===== config.mk =====
export PLATFORM = sky130hd
export DESIGN_NAME = addsub_issue_ctrl
export DESIGN_NICKNAME = d
export VERILOG_FILES = /design/src/rtl/addsub_pkg.sv /design/src/rtl/addsub_req_fifo.sv /design/src/rtl/addsub_issue_ctrl.sv
export SDC_FILE = /design/constraint.sdc
export NUM_CORES = 1
export LEC_CHECK = 0
export CELL_PAD_IN_SITES_DETAIL_PLACEMENT = 0
export CELL_PAD_IN_SITES_GLOBAL_PLACEMENT = 1
export CORE_UTILIZATION = 36
export CTS_BUF_LIST = sky130_fd_sc_hd__clkbuf_4 sky130_fd_sc_hd__clkbuf_8
export CTS_CLUSTER_DIAMETER = 60
export CTS_CLUSTER_SIZE = 28
export DETAILED_ROUTE_END_ITERATION = 10
export PLACE_DENSITY = 0.66
export SYNTH_ARGS = -nofsm -noshare
export SYNTH_HDL_FRONTEND = slang
export SYNTH_SLANG_ARGS = --single-unit

===== constraint.sdc =====
create_clock -name clk -period 2.99 [get_ports clk]
set_clock_uncertainty 0.1 [all_clocks]
set_input_delay 0.598 -clock clk [delete_from_list [all_inputs] [get_ports clk]]
set_output_delay 0.598 -clock clk [all_outputs]
set_load 0.02 [all_outputs]

===== src/rtl/addsub_pkg.sv =====
// -----------------------------------------------------------------------------
// addsub_pkg
// Shared definitions for the add/sub issue controller:
//   - operation encoding (OP_ADD / OP_SUB)
//   - FSM state enum (IDLE, WAIT, RESP)
//   - request core struct {op, a, b}. The tag is appended in the top module
//     because its width is a module parameter.
//   - calc_flag(): carry / negative flag from the popped operands.
// -----------------------------------------------------------------------------
package addsub_pkg;

    localparam logic OP_ADD = 1'b0;
    localparam logic OP_SUB = 1'b1;

    typedef enum logic [1:0] {
        IDLE = 2'd0,
        WAIT = 2'd1,
        RESP = 2'd2
    } state_t;

    typedef struct packed {
        logic       op;
        logic [3:0] a;
        logic [3:0] b;
    } req_core_t;

    // The datapath cout is unusable, so the flag is rebuilt here in 5-bit
    // arithmetic: bit 4 of the sum for add, a<b (negative) for subtract.
    function automatic logic calc_flag(input logic op, input logic [3:0] a,
                                       input logic [3:0] b);
        logic [4:0] sum_s;
        logic       flag_s;
        sum_s = {1'b0, a} + {1'b0, b};
        if (op == OP_SUB) begin
            flag_s = (a < b);
        end else begin
            flag_s = sum_s[4];
        end
        return flag_s;
    endfunction

endpackage


===== src/rtl/addsub_req_fifo.sv =====
// -----------------------------------------------------------------------------
// addsub_req_fifo
// DEPTH-entry synchronous FIFO. Pointers carry one extra wrap bit so full and
// empty can be told apart. Both flags are registered, so a push into an empty
// FIFO is poppable from the next cycle only, and a pop never frees a slot for
// a push in the same cycle.
// Ports:
//   clk, rst_n   clock, asynchronous active-low reset
//   push, wdata  write request (ignored when full)
//   pop          read request (ignored when empty)
//   rdata        head entry, valid while !empty
//   full, empty  registered status flags
// -----------------------------------------------------------------------------
module addsub_req_fifo #(
    parameter int DEPTH = 4,
    parameter int W     = 13
) (
    input  logic         clk,
    input  logic         rst_n,
    input  logic         push,
    input  logic [W-1:0] wdata,
    input  logic         pop,
    output logic [W-1:0] rdata,
    output logic         full,
    output logic         empty
);

    localparam int AW = $clog2(DEPTH);
    localparam int PW = AW + 1;

    logic [PW-1:0] wr_ptr_r;
    logic [PW-1:0] rd_ptr_r;
    logic [PW-1:0] wr_ptr_nxt_s;
    logic [PW-1:0] rd_ptr_nxt_s;
    logic [W-1:0]  mem_r [DEPTH];
    logic          full_r;
    logic          empty_r;
    logic          push_ok_s;
    logic          pop_ok_s;

    assign push_ok_s = push && !full_r;
    assign pop_ok_s  = pop && !empty_r;
    assign rdata     = mem_r[rd_ptr_r[AW-1:0]];
    assign full      = full_r;
    assign empty     = empty_r;

    // Next pointer values after this cycle's push/pop
    always_comb begin
        wr_ptr_nxt_s = wr_ptr_r;
        rd_ptr_nxt_s = rd_ptr_r;
        if (push_ok_s) begin
            wr_ptr_nxt_s = wr_ptr_r + PW'(1);
        end else begin
            wr_ptr_nxt_s = wr_ptr_r;
        end
        if (pop_ok_s) begin
            rd_ptr_nxt_s = rd_ptr_r + PW'(1);
        end else begin
            rd_ptr_nxt_s = rd_ptr_r;
        end
    end

    // Pointers and registered flags
    always_ff @(posedge clk or negedge rst_n) begin
        if (!rst_n) begin
            wr_ptr_r <= {PW{1'b0}};
            rd_ptr_r <= {PW{1'b0}};
            full_r   <= 1'b0;
            empty_r  <= 1'b1;
        end else begin
            wr_ptr_r <= wr_ptr_nxt_s;
            rd_ptr_r <= rd_ptr_nxt_s;
            full_r   <= (wr_ptr_nxt_s[AW] != rd_ptr_nxt_s[AW]) &&
                        (wr_ptr_nxt_s[AW-1:0] == rd_ptr_nxt_s[AW-1:0]);
            empty_r  <= (wr_ptr_nxt_s == rd_ptr_nxt_s);
        end
    end

    // Storage array
    always_ff @(posedge clk or negedge rst_n) begin
        if (!rst_n) begin
            for (int i = 0; i < DEPTH; i++) begin
                mem_r[i] <= {W{1'b0}};
            end
        end else if (push_ok_s) begin
            mem_r[wr_ptr_r[AW-1:0]] <= wdata;
        end
    end

endmodule


===== src/rtl/addsub_issue_ctrl.sv =====
// -----------------------------------------------------------------------------
// addsub_issue_ctrl
// Front-end for the 4-bit combinational add/sub datapath. Requests are queued
// in addsub_req_fifo and issued one at a time. Each operation holds its
// operands on dp_m/dp_a/dp_b for DP_WAIT cycles, samples dp_s and returns it
// with a locally computed carry/negative flag on a valid/ready response port.
// Optional feature macro: ADDSUB_STATS_EN adds the stat_ops/stat_neg counters.
// Ports:
//   clk, rst_n                       clock, asynchronous active-low reset
//   req_valid/req_ready              request handshake (ready = FIFO not full)
//   req_op/req_a/req_b/req_tag       request payload (op: 0 add, 1 sub)
//   dp_m/dp_a/dp_b                   registered datapath drive
//   dp_s/dp_cout                     datapath result (dp_cout is ignored)
//   rsp_valid/rsp_ready              response handshake
//   rsp_s/rsp_flag/rsp_tag           response payload
//   busy                             operation in progress or requests queued
//   stat_ops/stat_neg                (ADDSUB_STATS_EN only) saturating counters
// -----------------------------------------------------------------------------
module addsub_issue_ctrl
    import addsub_pkg::*;
#(
    parameter int DEPTH   = 4,
    parameter int DP_WAIT = 1,
    parameter int TAG_W   = 4
) (
    input  logic             clk,
    input  logic             rst_n,
    input  logic             req_valid,
    output logic             req_ready,
    input  logic             req_op,
    input  logic [3:0]       req_a,
    input  logic [3:0]       req_b,
    input  logic [TAG_W-1:0] req_tag,
    output logic             dp_m,
    output logic [3:0]       dp_a,
    output logic [3:0]       dp_b,
    input  logic [3:0]       dp_s,
    input  logic             dp_cout,
    output logic             rsp_valid,
    input  logic             rsp_ready,
    output logic [3:0]       rsp_s,
    output logic             rsp_flag,
    output logic [TAG_W-1:0] rsp_tag,
    output logic             busy
`ifdef ADDSUB_STATS_EN
    ,
    output logic [7:0]       stat_ops,
    output logic [7:0]       stat_neg
`endif
);

    if (DP_WAIT < 1) begin : g_bad_dp_wait
        $error("addsub_issue_ctrl: DP_WAIT must be at least 1");
    end
    if ((DEPTH < 2) || ((DEPTH & (DEPTH - 1)) != 0)) begin : g_bad_depth
        $error("addsub_issue_ctrl: DEPTH must be a power of 2, >= 2");
    end

    typedef struct packed {
        req_core_t        core;
        logic [TAG_W-1:0] tag;
    } req_entry_t;

    localparam int                CW       = (DP_WAIT > 1) ? $clog2(DP_WAIT) : 1;
    localparam logic [CW-1:0]     CNT_LOAD = CW'(DP_WAIT - 1);

    state_t           state_r;
    state_t           state_nxt_s;
    req_entry_t       wr_entry_s;
    req_entry_t       head_s;
    logic             fifo_full_s;
    logic             fifo_empty_s;
    logic             pop_s;
    logic             capture_s;
    logic             retire_s;
    logic [CW-1:0]    cnt_r;
    logic             dp_m_r;
    logic [3:0]       dp_a_r;
    logic [3:0]       dp_b_r;
    logic             flag_r;
    logic [TAG_W-1:0] tag_r;
    logic             rsp_valid_r;
    logic [3:0]       rsp_s_r;
    logic             rsp_flag_r;
    logic [TAG_W-1:0] rsp_tag_r;
    logic             unused_cout_s;

    assign unused_cout_s   = dp_cout;
    assign wr_entry_s.core = '{op: req_op, a: req_a, b: req_b};
    assign wr_entry_s.tag  = req_tag;

    addsub_req_fifo #(
        .DEPTH (DEPTH),
        .W     ($bits(req_entry_t))
    ) u_fifo (
        .clk   (clk),
        .rst_n (rst_n),
        .push  (req_valid),
        .wdata (wr_entry_s),
        .pop   (pop_s),
        .rdata (head_s),
        .full  (fifo_full_s),
        .empty (fifo_empty_s)
    );

    assign req_ready = !fifo_full_s;
    assign dp_m      = dp_m_r;
    assign dp_a      = dp_a_r;
    assign dp_b      = dp_b_r;
    assign rsp_valid = rsp_valid_r;
    assign rsp_s     = rsp_s_r;
    assign rsp_flag  = rsp_flag_r;
    assign rsp_tag   = rsp_tag_r;
    assign busy      = (state_r != IDLE) || !fifo_empty_s;

    // FSM state register
    always_ff @(posedge clk or negedge rst_n) begin
        if (!rst_n) begin
            state_r <= IDLE;
        end else begin
            state_r <= state_nxt_s;
        end
    end

    // Next-state and issue/capture/retire strobes. On a response accept the
    // next request is popped in the same cycle, so there is no IDLE bubble.
    always_comb begin
        state_nxt_s = state_r;
        pop_s       = 1'b0;
        capture_s   = 1'b0;
        retire_s    = 1'b0;
        case (state_r)
            IDLE: begin
                if (!fifo_empty_s) begin
                    pop_s       = 1'b1;
                    state_nxt_s = WAIT;
                end else begin
                    state_nxt_s = IDLE;
                end
            end
            WAIT: begin
                if (cnt_r == {CW{1'b0}}) begin
                    capture_s   = 1'b1;
                    state_nxt_s = RESP;
                end else begin
                    state_nxt_s = WAIT;
                end
            end
            RESP: begin
                if (rsp_ready) begin
                    retire_s = 1'b1;
                    if (!fifo_empty_s) begin
                        pop_s       = 1'b1;
                        state_nxt_s = WAIT;
                    end else begin
                        state_nxt_s = IDLE;
                    end
                end else begin
                    state_nxt_s = RESP;
                end
            end
            default: begin
                state_nxt_s = IDLE;
            end
        endcase
    end

    // Operand issue: datapath drive, settle counter, flag and tag of the op
    // in flight. dp_* keep the last operands once the op completes.
    always_ff @(posedge clk or negedge rst_n) begin
        if (!rst_n) begin
            dp_m_r <= 1'b0;
            dp_a_r <= 4'd0;
            dp_b_r <= 4'd0;
            flag_r <= 1'b0;
            tag_r  <= {TAG_W{1'b0}};
            cnt_r  <= {CW{1'b0}};
        end else if (pop_s) begin
            dp_m_r <= head_s.core.op;
            dp_a_r <= head_s.core.a;
            dp_b_r <= head_s.core.b;
            flag_r <= calc_flag(head_s.core.op, head_s.core.a, head_s.core.b);
            tag_r  <= head_s.tag;
            cnt_r  <= CNT_LOAD;
        end else if ((state_r == WAIT) && (cnt_r != {CW{1'b0}})) begin
            cnt_r <= cnt_r - CW'(1);
        end
    end

    // Response registers: loaded once per op, held until accepted
    always_ff @(posedge clk or negedge rst_n) begin
        if (!rst_n) begin
            rsp_valid_r <= 1'b0;
            rsp_s_r     <= 4'd0;
            rsp_flag_r  <= 1'b0;
            rsp_tag_r   <= {TAG_W{1'b0}};
        end else if (capture_s) begin
            rsp_valid_r <= 1'b1;
            rsp_s_r     <= dp_s;
            rsp_flag_r  <= flag_r;
            rsp_tag_r   <= tag_r;
        end else if (retire_s) begin
            rsp_valid_r <= 1'b0;
        end
    end

`ifdef ADDSUB_STATS_EN
    logic [7:0] stat_ops_r;
    logic [7:0] stat_neg_r;

    assign stat_ops = stat_ops_r;
    assign stat_neg = stat_neg_r;

    // Saturating counters of accepted responses and negative sub results.
    // dp_m_r still holds the retiring op's mode at the accept edge.
    always_ff @(posedge clk or negedge rst_n) begin
        if (!rst_n) begin
            stat_ops_r <= 8'd0;
            stat_neg_r <= 8'd0;
        end else if (retire_s) begin
            if (stat_ops_r != 8'hFF) begin
                stat_ops_r <= stat_ops_r + 8'd1;
            end
            if ((dp_m_r == OP_SUB) && rsp_flag_r && (stat_neg_r != 8'hFF)) begin
                stat_neg_r <= stat_neg_r + 8'd1;
            end
        end
    end
`endif

endmodule


==> flow_metrics.py, run 1 <==
metrics = {
    "hold_path": {
        "worstHoldPathType": "in -> async",
    },
    "global_routing": {
        "antenna_found_initial": 0,
        "grt_pass1_wl_um": 12300,
        "grt_max_degree": 88,
        "grt_usage_pct": 14.4,
        "overflow": 0,
        "first_global_vias": 2457,
    },
    "floorplanning": {
        "coreArea_um2": 10300,
        "fp.dieArea_um2": 11100,
        "die_w_um": 105,
        "start_util_pct": 37.3,
        "rows": 37,
        "fp.dieH_um": 105,
        "num_io_pins": 43,
    },
    "timing": {
        "period_needed_ps": 2430,
        "rsz0062_at_grt": "false",
        "clock.fmax_mhz": 411,
        "worst_slew_pin_slew_ps": 543,
        "slew_violations": 0,
        "tns_ps": 0,
        "setup_viol_count_final": 0,
        "whs_ps": 153,
        "fin_crit_sh_pct": 81.4,
        "slew_headroom_pct": 63.8,
        "finalHoldViolations": 0,
    },
    "routing": {
        "drtAntennaViolNets": 0,
        "vias": 2278,
        "met2_length_um": 3360,
        "viasPerCell": 4.84,
        "wl_per_cell_um": 14.9,
        "drt_iter0_drc": 89,
        "route.met3.wl_um": 238,
        "drt-total-wl_um": 7030,
        "dr.pass1.iters": 6,
        "wl_met1_um": 3330,
        "dr.max_layer_used": "met4",
        "drcViolationCount": 0,
    },
    "clocking": {
        "numCtsBuffers": 9,
        "clock_sinks": 87,
        "cts.clk_slew.worst_paths_ps": 80,
        "cts_setup_buffers": 0,
        "insertion_delay_ps": 340,
        "cts-hold-fix-buffers": 0,
        "cts_tree": "done",
        "h-tree-depth": 3,
        "cts_resized": 0,
        "cts_max_path_buffers": 2,
        "root_buffer": "clkbuf_8",
    },
    "pwr": {
        "power.static_leakage_nw": 2.06,
        "internal_power_mw": 3.62,
        "switching_share_pct": 34.9,
        "pwr-share-seq_pct": 37.8,
        "pwr-share-comb_pct": 47.3,
        "pwr-share-clk_pct": 14.9,
        "power_density_nw_per_um2": 1190,
        "switchingPower_mw": 1.94,
        "finalPower_mw": 5.55,
        "peakVddDrop_uv": 359,
    },
    "synth": {
        "ys_seq_area_share_pct": 56.6,
        "synth_edf_count": 0,
        "synth-main-ff-cell": "dfrtp_1",
        "synth_top_cells_by_count": "dfrtp_1 (86), mux2_2 (61), nand2_1 (43), ha_1 (11), mux4_2 (11)",
        "avgSynthCellArea_um2": 13.8,
        "synth_cells": 278,
        "synth.top_cell.area_share_pct": 56.0,
        "syn_area_um2": 3850,
        "synth.distinct_cells": 30,
        "yosys_warnings": 0,
        "async_flop_share_pct": 100,
        "ys_ff_latch": 87,
        "yosysTopAreaCell": "dfrtp_1",
        "synthTopCellsByArea": "dfrtp_1 (56%), mux2_2 (18%), mux4_2 (6.4%)",
        "synthMostInstantiatedCell": "dfrtp_1",
        "synth_nets": 311,
    },
    "layout": {
        "stdcell_count": 471,
        "final_area_um2": 4660,
        "drive_gt1_share_pct": 31.0,
        "layout.nets": 363,
        "areaGrowthSynthToFinish_pct": 21.1,
        "diodes": 0,
    },
    "outcome": {
        "status": "finished clean",
    },
    "place": {
        "dp_hpwl_um": 4740,
        "routabilityCongestion": 0.691,
        "port_buffers": 41,
        "dpl.cell_count": 455,
        "dpl_cell_area_um2": 4460,
    },
    "flow_run": {
        "max-cap-violations": 0,
    },
    "setup_path": {
        "critPathMaxFanout": 11,
        "cp_data_required_time_ps": 3160,
        "startpoint_type": "register",
        "worstSetupPathType": "reg -> reg",
        "arrival_ps": 2600,
        "cp-end-kind": "register",
    },
}
through the flow:
step,utilization (%),setup WS [ps]
2_1_floorplan,-,563
3_3_place_gp,43.2,571
3_5_place_dp,43.2,577
4_1_cts,45.1,548
5_1_grt,45.1,409
6_report,45.1,556
flip-flops by register name, indices dropped and copies added (netlist names), 2 cells and up:
name             cells
rsp_tag              4
tag_r                4
dp_a                 4
dp_b                 4
u_fifo.rd_ptr_r      3
rsp_s                4
u_fifo.wr_ptr_r      3
state_r              2
u_fifo.mem_r        52
layout by cell type (no fill, tap or decap), types with 5 or more instances in the layout:
master,instances
clkdlybuf4s50_1,40
clkbuf_8,10
inv_1,9
buf_4,11
nand2_1,43
ha_1,11
nor2_1,6
dfrtp_1,86
xnor2_1,5
mux2_2,61
mux4_2,11
a21oi_1,6
final cells by class:
type	instances	area (um2)
Fill cell	936	5660
Sequential cell	87	2180
Multi-Input combinational cell	171	1570
Timing Repair Buffer	52	503
Tap cell	136	170
Clock buffer	13	160
Clock inverter	3	42.5
Inverter	9	33.8
worst max-delay path, cell delays in order, from the launching register on:
cell	delay, ps
dfrtp_1	360
buf_4	250
mux4_2	600
ha_1	350
a21o_1	210
a221oi_2	260
o22ai_1	100
a21oi_1	120
cells by family after synthesis:
| kind of cell | count (synthesis) | synth area share [%] |
|---|---|---|
| muxes | 75 | 26.3 |
| and+or+nand+nor | 63 | 6.93 |
| adders and majority gates | 11 | 3.58 |
| xor gates and xnor gates | 8 | 1.82 |
| buffers and inverters | 20 | 2.50 |
| DFF | 87 | 56.6 |
| AOI/OAI and AO/OA | 14 | 2.28 |
power by group through the flow:
stage               Clock (mW)  Sequential [mW]  Combinational, mW
finish                   0.828             2.10               2.62
global route             0.918             2.19               2.92
CTS                      0.869             2.10               2.66
detailed placement           0             2.13               2.66
global placement             0             2.10               2.60
floorplan                    0             2.18               1.79
worst paths after layout:
kind                                    start           end  slack, ps  depth (start not counted)
setup reg to reg           u_fifo.rd_ptr_r[0]        flag_r        560                          7
min in group clk                      dp_a[2]       dp_a[2]        380                          2
hold reg to reg                       dp_a[2]       dp_a[2]        380                          2
setup / recovery           u_fifo.rd_ptr_r[0]        flag_r        560                          7
max in group asynchronous               rst_n  u_fifo.empty       2220                          2
hold / removal                          rst_n      rsp_s[2]        150                          2
routing by layer:
metal	global-route usage (%)	vias up
li1	-	1074
met1	18.7	1153
met2	23.1	44
met3	3.65	7
met4	5.33	0
met5	0	-
Note: power is estimated with default switching activity, not from simulation.
==> run 2: changes to the inputs <==
--- a/config.mk
+++ b/config.mk
@@ -12,7 +12,7 @@
 export CTS_CLUSTER_DIAMETER = 60
 export CTS_CLUSTER_SIZE = 28
 export DETAILED_ROUTE_END_ITERATION = 10
-export PLACE_DENSITY = 0.66
+export PLACE_DENSITY = 0.69
 export SYNTH_ARGS = -nofsm -noshare
 export SYNTH_HDL_FRONTEND = slang
 export SYNTH_SLANG_ARGS = --single-unit
==> constraint.sdc (replaced) <==
create_clock -name clk -period 2 [get_ports clk]
set_clock_uncertainty 0.1 [all_clocks]
set_input_delay 0.4 -clock clk [delete_from_list [all_inputs] [get_ports clk]]
set_output_delay 0.4 -clock clk [all_outputs]
set_load 0.02 [all_outputs]
==> run 2 against run 1 <==
Effect of this change: the flow now finishes with violations (setup timing); design area grew 6.0%; sequential share of layout area shrank 2.6 points; clock-buffer cell count shrank 2; sequential power grew 48%; critical path depth grew 1; largest cell class unchanged; largest power group unchanged.
==> flow_metrics.py, run 2 (same netlist as run 1, synthesis figures left out) <==
metrics = {
    "outcome": {
        "status": "complete, but fails checks",
        "violations": "setup timing",
    },
    "global_routing": {
        "grt_max_degree": 56,
        "first_global_vias": 2350,
        "overflow": 0,
        "antenna_found_initial": 0,
        "grt_pass1_wl_um": 12000,
        "grt_usage_pct": 14.2,
    },
    "layout": {
        "areaGrowthSynthToFinish_pct": 28.4,
        "drive_gt1_share_pct": 36.9,
        "final_cell_mix": "dfrtp_1 (85), mux2_2 (61), nand2_1 (43)",
        "top_register": "u_fifo.mem_r",
        "layout_commonest_cell": "dfrtp_1",
        "diodes": 0,
        "stdcell_count": 491,
        "layout.nets": 383,
        "largest_reg_flops": 52,
    },
    "pwr": {
        "peakVddDrop_uv": 673,
        "power.static_leakage_nw": 2.18,
        "power_density_nw_per_um2": 1850,
    },
    "setup_path": {
        "worstSetupPathType": "reg -> reg",
        "startpoint_type": "register",
        "critPathMaxFanout": 8,
        "cp_data_required_time_ps": 2180,
        "arrival_ps": 2370,
        "cp-end-kind": "register",
    },
    "floorplanning": {
        "rows": 37,
        "start_util_pct": 37.3,
        "fp.dieH_um": 105,
        "die_w_um": 105,
        "coreArea_um2": 10300,
        "num_io_pins": 43,
        "fp.dieArea_um2": 11100,
    },
    "flow_run": {
        "max-cap-violations": 0,
    },
    "routing": {
        "wl_per_cell_um": 14.6,
        "drtAntennaViolNets": 0,
        "viasPerCell": 4.80,
        "drt_iter0_drc": 108,
        "drt-total-wl_um": 7190,
        "drcViolationCount": 0,
        "dr.pass1.iters": 4,
        "vias": 2355,
    },
    "timing": {
        "slew_headroom_pct": 69.0,
        "finalHoldViolations": 0,
        "tns_ps": -194,
        "slew_violations": 0,
        "fin_crit_sh_pct": 110,
        "period_needed_ps": 2190,
        "whs_ps": 306,
        "worst_slew_pin_slew_ps": 465,
        "rsz0062_at_grt": "true",
        "setup_viol_count_final": 1,
        "fin_ws_ps": -194,
        "clock.fmax_mhz": 456,
    },
    "clocking": {
        "h-tree-depth": 3,
        "cts_max_path_buffers": 2,
        "insertion_delay_ps": 360,
        "cts_tree": "done",
        "clock_sinks": 87,
        "numCtsBuffers": 9,
        "root_buffer": "clkbuf_8",
        "cts.clk_slew.worst_paths_ps": 90,
    },
    "hold_path": {
        "worstHoldPathType": "in -> async",
    },
    "place": {
        "routabilityCongestion": 0.735,
        "dp_hpwl_um": 4980,
        "dpl.cell_count": 471,
        "port_buffers": 41,
    },
}
run 2: cell types whose count changed in the layout (fill, tap and decap cells not counted), sizes merged:
cell,previous run,this run
clkinv,1,2
clkdlybuf4s50,40,39
dlygate4sd2,0,1
dlygate4sd3,0,1
clkbuf,13,11
bufinv,1,2
buf,12,31
run 2: report_power, final:
part / leakage [nW] / internal, mW / switching, mW
Clock: 0.113 / 0.752 / 0.606
Sequential: 1.04 / 2.66 / 0.455
Combinational: 1.03 / 2.64 / 2.05
run 2: per-stage QoR:
stage	instance area (um2)	total power, mW	util, %	setup slack [ps]
CTS	4920	9.21	47.7	-201
floorplan	3890	6.12	-	-199
global route	4940	9.85	47.8	-298
global placement	4670	7.64	45.2	-188
finish	4940	9.16	47.8	-194
detailed placement	4670	7.73	45.2	-225
run 2: area by class of cell:
class	count	area (um2)
Clock buffer	11	145
Fill cell	899	5390
Clock inverter	5	81.3
Tap cell	136	170
Multi-Input combinational cell	171	1610
Inverter	9	33.8
Sequential cell	87	2180
Timing Repair Buffer	72	717
run 2: layer usage:
layer	track usage, %	vias to the layer above	routed length (um)
met5	0	-	0
met4	5.73	0	98
met3	3.65	9	241
met2	21.6	42	3360
met1	19.5	1192	3490
li1	-	1112	-
run 2: path summary, 6_finish.rpt:
kind	startpoint	end	slack, ps	cells after the start
worst max register to register	u_fifo.rd_ptr_r[0]	flag_r	-190	8
max in group asynchronous	rst_n	u_fifo.mem_r[42]	960	3
worst min register to register	dp_a[0]	dp_a[0]	380	2
min in group clk	dp_a[0]	dp_a[0]	380	2
worst max-delay path	u_fifo.rd_ptr_r[0]	flag_r	-190	8
worst min-delay path	rst_n	rsp_valid	310	2
run 2: repair_timing:
action                                  4_1_cts  5_1_grt
resized for setup                             4        1
hold endpoints to repair                      9        0
pin swaps                                     1        0
endpoints found under the setup margin        2        1
setup buffers                                 2        1
hold buffers                                  1        0
run 2: worst max-delay path: stages, from the launching register on:
cell and delay, ps:
dfrtp_1 390, buf_12 150, mux4_2 550, inv_2 110, ha_4 210, a21o_1 160, a221oi_2 240, o22ai_1 90
a21oi_1 110
==> run 3: changes to the inputs <==
--- a/config.mk
+++ b/config.mk
@@ -13,6 +13,7 @@
 export CTS_CLUSTER_SIZE = 28
 export DETAILED_ROUTE_END_ITERATION = 10
 export PLACE_DENSITY = 0.69
+export SLEW_MARGIN = 20
 export SYNTH_ARGS = -nofsm -noshare
 export SYNTH_HDL_FRONTEND = slang
 export SYNTH_SLANG_ARGS = --single-unit
==> results of run 3 <==
Same layout as run 2: the final DEF is identical, and so are final timing and power.
